### src/rtl/accel_reg_pkg.sv
// rtl/accel_reg_pkg.sv - shared word/kernel constants and count-width helper
package accel_reg_pkg;

  localparam int WORD_WIDTH = 32;
  localparam int KERNEL_MAX = 16;

  typedef logic [WORD_WIDTH-1:0] word_t;

  // Bits needed to hold a fill level of 0..depth inclusive.
  function automatic int cnt_width(input int depth);
    return $clog2(depth + 1);
  endfunction

endpackage

### src/rtl/shift_stage.sv
// rtl/shift_stage.sv - one enable-gated chain register (SHIFT_CHAIN_PLOAD_EN adds parallel load)
module shift_stage #(
  parameter int WIDTH = 32
) (
  input  logic             i_clk,
  input  logic             i_rst,
  input  logic             i_clr,
  input  logic             i_en,
  input  logic [WIDTH-1:0] i_d,
`ifdef SHIFT_CHAIN_PLOAD_EN
  input  logic             i_load,
  input  logic [WIDTH-1:0] i_pd,
`endif
  output logic [WIDTH-1:0] o_q
);

  logic [WIDTH-1:0] r_q;

  // Stage register: reset and flush clear it, load overrides shift, otherwise hold.
  always_ff @(posedge i_clk) begin
    if (i_rst) begin
      r_q <= '0;
    end else if (i_clr) begin
      r_q <= '0;
`ifdef SHIFT_CHAIN_PLOAD_EN
    end else if (i_load) begin
      r_q <= i_pd;
`endif
    end else if (i_en) begin
      r_q <= i_d;
    end
  end

  assign o_q = r_q;

endmodule

### src/rtl/register_shift_chain.sv
// rtl/register_shift_chain.sv - DEPTH-stage tapped shift chain with fill count (SHIFT_CHAIN_PLOAD_EN adds LOAD/Pin)
module register_shift_chain
  import accel_reg_pkg::*;
#(
  parameter int WIDTH = WORD_WIDTH,
  parameter int DEPTH = 5,
  parameter int CNT_W = cnt_width(DEPTH)
) (
  input  logic                   CLK,
  input  logic                   RST,
  input  logic                   EN,
  input  logic                   CLR,
  input  logic [WIDTH-1:0]       Din,
`ifdef SHIFT_CHAIN_PLOAD_EN
  input  logic                   LOAD,
  input  logic [DEPTH*WIDTH-1:0] Pin,
`endif
  output logic [WIDTH-1:0]       Dout,
  output logic [DEPTH*WIDTH-1:0] Taps,
  output logic [CNT_W-1:0]       Count,
  output logic                   Full
);

  localparam logic [CNT_W-1:0] LP_DEPTH = CNT_W'(DEPTH);

  logic [WIDTH-1:0] w_stage_q [DEPTH];
  logic [CNT_W-1:0] r_count;

  for (genvar g = 0; g < DEPTH; g++) begin : g_stage
    logic [WIDTH-1:0] w_d;

    if (g == 0) begin : g_head
      assign w_d = Din;
    end else begin : g_link
      assign w_d = w_stage_q[g-1];
    end

    shift_stage #(
      .WIDTH(WIDTH)
    ) u_stage (
      .i_clk  (CLK),
      .i_rst  (RST),
      .i_clr  (CLR),
      .i_en   (EN),
      .i_d    (w_d),
`ifdef SHIFT_CHAIN_PLOAD_EN
      .i_load (LOAD),
      .i_pd   (Pin[g*WIDTH +: WIDTH]),
`endif
      .o_q    (w_stage_q[g])
    );

    assign Taps[g*WIDTH +: WIDTH] = w_stage_q[g];
  end

  // Fill level: counts enabled shifts, saturating at DEPTH; load marks the chain full.
  always_ff @(posedge CLK) begin
    if (RST) begin
      r_count <= '0;
    end else if (CLR) begin
      r_count <= '0;
`ifdef SHIFT_CHAIN_PLOAD_EN
    end else if (LOAD) begin
      r_count <= LP_DEPTH;
`endif
    end else if (EN && (r_count != LP_DEPTH)) begin
      r_count <= r_count + CNT_W'(1);
    end
  end

  assign Dout  = w_stage_q[DEPTH-1];
  assign Count = r_count;
  assign Full  = (r_count == LP_DEPTH);

endmodule
### config.mk
export PLATFORM = sky130hd
export DESIGN_NAME = register_shift_chain
export DESIGN_NICKNAME = d
export VERILOG_FILES = /design/src/rtl/accel_reg_pkg.sv /design/src/rtl/shift_stage.sv /design/src/rtl/register_shift_chain.sv
export SDC_FILE = /design/constraint.sdc
export NUM_CORES = 1
export LEC_CHECK = 0
export CORE_AREA = 2 2 168 88
export CTS_CLUSTER_SIZE = 24
export DETAILED_ROUTE_END_ITERATION = 6
export DIE_AREA = 0 0 170 90
export PLACE_DENSITY = 0.81
export SLEW_MARGIN = 5
export SYNTH_ARGS = -nofsm -noshare
export SYNTH_HDL_FRONTEND = slang
export SYNTH_SLANG_ARGS = --single-unit
### constraint.sdc
create_clock -name CLK -period 2.8 [get_ports CLK]
set_clock_uncertainty 0.1 [all_clocks]
set_input_delay 0.7 -clock CLK [delete_from_list [all_inputs] [get_ports CLK]]
set_output_delay 0.7 -clock CLK [all_outputs]
set_load 0.02 [all_outputs]
==> flow_summary.json <==
{
  "ys_seq_area_share_pct": 53.3,
  "clk_pin_slew_ns": 0.07,
  "wl_met2_mm": 6.71,
  "status": "completed",
  "min_path_type": "reg2reg",
  "via_per_inst": 4.77,
  "hold_buffers": 0,
  "drv.max_cap_violation_count": 0,
  "cts_tree": "done",
  "avgSynthCellArea_um2": 10.8,
  "slew_headroom_pct": 68.4,
  "syn_area_um2": 6120,
  "dieArea_um2": 15300,
  "root_buffer": "clkbuf_16",
  "seqPwrFrac_pct": 47.1,
  "arrival_ns": 1.79,
  "syn_inst": 566,
  "p_per_area_nw_per_um2": 566,
  "critical_path.startpoint_type": "register",
  "clock_latency_ns": 0.40,
  "holdWs_ns": 0.411,
  "period_share_pct": 92.5,
  "ir_drop_mv": 0.367,
  "synthSimpleGateAreaFrac_pct": 11.1,
  "fillCellCount": 1108,
  "switching_share_pct": 22.6,
  "routed_wl_mm": 14.4,
  "antenna_found_initial": 0,
  "crit_type": "reg2out",
  "cts_made_buffers": 17,
  "ys_ff_latch": 163,
  "routedWlPerCell_um": 15.2,
  "setup_viol_count_final": 0,
  "crit_path_max_fanout": 5,
  "final_common_cell": "clkdlybuf4s50_1",
  "finalHoldViolations": 0,
  "grt-ovfl-total": 0,
  "design_area_um2": 8840,
  "routedLengthMet1_mm": 6.34,
  "crit_chain": "ha_1 > and2_1 > clkdlybuf4s50_1",
  "path_buf_inv": 1,
  "synth_cell_types": 17,
  "grt_pass1_wl_mm": 23.0,
  "maxSlewViolCount": 0,
  "slowest_delay_ns": 0.62,
  "critPathSlowestCell": "clkdlybuf4s50_1",
  "finish.utilization_pct": 63.3,
  "dr.pass1.iters": 4,
  "worst_slack_ns": 0.210,
  "syn-num-nets": 604,
  "wl_met3_mm": 1.22,
  "grt_usage_pct": 18.8,
  "tns_ns": 0,
  "ant_nets": 0,
  "drc": 0,
  "cp_data_required_time_ns": 2.00,
  "clock.fmax_mhz": 386,
  "grt_max_degree": 101,
  "place_area_um2": 8240,
  "synth_top_family_by_area": "multiplexers",
  "clkSinkCount": 163,
  "intPower_mw": 3.87,
  "layout_common_cells": "clkdlybuf4s50_1 (230), dfxtp_1 (163), mux2i_1 (160)",
  "first_global_vias": 4416,
  "cp_top_family": "buffers and inverters",
  "pre_cts_ws_ns": 0.624,
  "post_cts_buffers": 0,
  "synthXorXnorAreaFrac_pct": 0,
  "min_period_ns": 2.59,
  "rsz0062_at_grt": "false",
  "dp_hpwl_mm": 9.95,
  "power_frac_clock_pct": 46.6,
  "clockBufferDepth": 2,
  "worstMarginPinSlew_ns": 0.473,
  "antenna_cells": 0,
  "die_y_um": 90,
  "p_switching_mw": 1.13,
  "placementRows": 31,
  "synth.area.top_cells": "dfxtp_1 (53%), mux2i_1 (26%), nor2_1 (9.2%)",
  "highest_layer": "met4",
  "layout.nets": 791,
  "leakage_nw": 3.53,
  "end_kind": "output port",
  "gp_congestion": 0.796,
  "area_growth_pct": 44.5,
  "ys.warnings.count": 0,
  "htreeDepth": 4,
  "synth_top_area_share_pct": 53.3,
  "yosys.area_share.adder_pct": 0.409,
  "port_buffers": 231,
  "synth_area_leader_cell": "dfxtp_1",
  "drt_iter0_markers": 208,
  "cts_resized": 0,
  "synth_compound_area_share_pct": 0.204,
  "ios": 232,
  "dieWidth_um": 170,
  "p_comb_share_pct": 6.2,
  "coreArea_um2": 14000,
  "muxShareOfSynthArea_pct": 26.5,
  "vias": 4513,
  "drive_above_1_share_pct": 6.54,
  "initial_core_util_pct": 43.8
}
[logic make-up after synthesis]
| kind of cell | count (synthesis) |
|---|---|
| muxes | 162 |
| AOI/OAI and AO/OA | 2 |
| and+or+nand+nor | 168 |
| adders and majority gates | 2 |
| DFF | 163 |
| buffers and inverters | 69 |
[synthesized netlist by cell type]
cell and instances:
dfxtp_1 163, mux2i_1 160, nor2_1 150, buf_4 41, buf_2 16, buf_6 11, nor2_2 10, nor3_1 3
ha_1 2, mux2_2 2, nor3b_1 2, a21boi_0 1, a21oi_1 1, and2_1 1, and4b_1 1, inv_1 1
or2_1 1
[final cells by class]
cell class | count | area (µm²) | area share, %
clock buffers | 19 | 453 | 5.12
clock inverters | 12 | 146 | 1.66
inverters | 1 | 3.75 | 0.0425
multi-input cells | 334 | 2340 | 26.5
flip-flops and latches | 163 | 3260 | 36.9
well taps | 181 | 226 | 2.56
repair buffers | 236 | 2400 | 27.2
[worst register-to-register path, stage by stage, from the launching register on]
cell and delay, ns:
dfxtp_1 0.39, inv_1 0.06, ha_1 0.20, a21boi_0 0.29
mux2_2 0.38
[power groups by stage]
stage | registers [mW] | clock network (mW) | logic, mW
2_1_floorplan | 2.43 | 0 | 0.184
3_3_place_gp | 2.41 | 0 | 0.307
3_5_place_dp | 2.41 | 0 | 0.312
4_1_cts | 2.36 | 2.40 | 0.313
5_1_grt | 2.36 | 2.48 | 0.331
6_report | 2.36 | 2.33 | 0.311
[final timing paths]
path | start | to | slack, ns | cells after the start
max | Count[0]$_SDFFE_PP0P_ | Full | 0.21 | 3
min | g_stage[3].u_stage.o_q[23]$_SDFFE_PP0P_ | g_stage[4].u_stage.o_q[23]$_SDFFE_PP0P_ | 0.41 | 2
max reg2reg | Count[1]$_SDFFE_PP0P_ | Count[0]$_SDFFE_PP0P_ | 1.28 | 4
min reg2reg | g_stage[3].u_stage.o_q[23]$_SDFFE_PP0P_ | g_stage[4].u_stage.o_q[23]$_SDFFE_PP0P_ | 0.41 | 2
[layer usage]
metal,vias up,GRT usage (%)
met5,-,0
met4,0,4.56
met3,10,7.13
met2,153,31.0
met1,2127,23.4
li1,2223,-
[flip-flops by register name, indices dropped and copies added (netlist names)]
signal,cells
Count,3
g_stage.u_stage.o_q,160
[metrics by stage]
| stage | power [mW] | std cells |
|---|---|---|
| detailed placement | 2.72 | 915 |
| finish | 5.00 | 946 |
| global placement | 2.71 | 915 |
| global route | 5.17 | 946 |
| CTS | 5.07 | 946 |
| floorplan | 2.62 | 566 |
(Power assumes the default switching activity.)
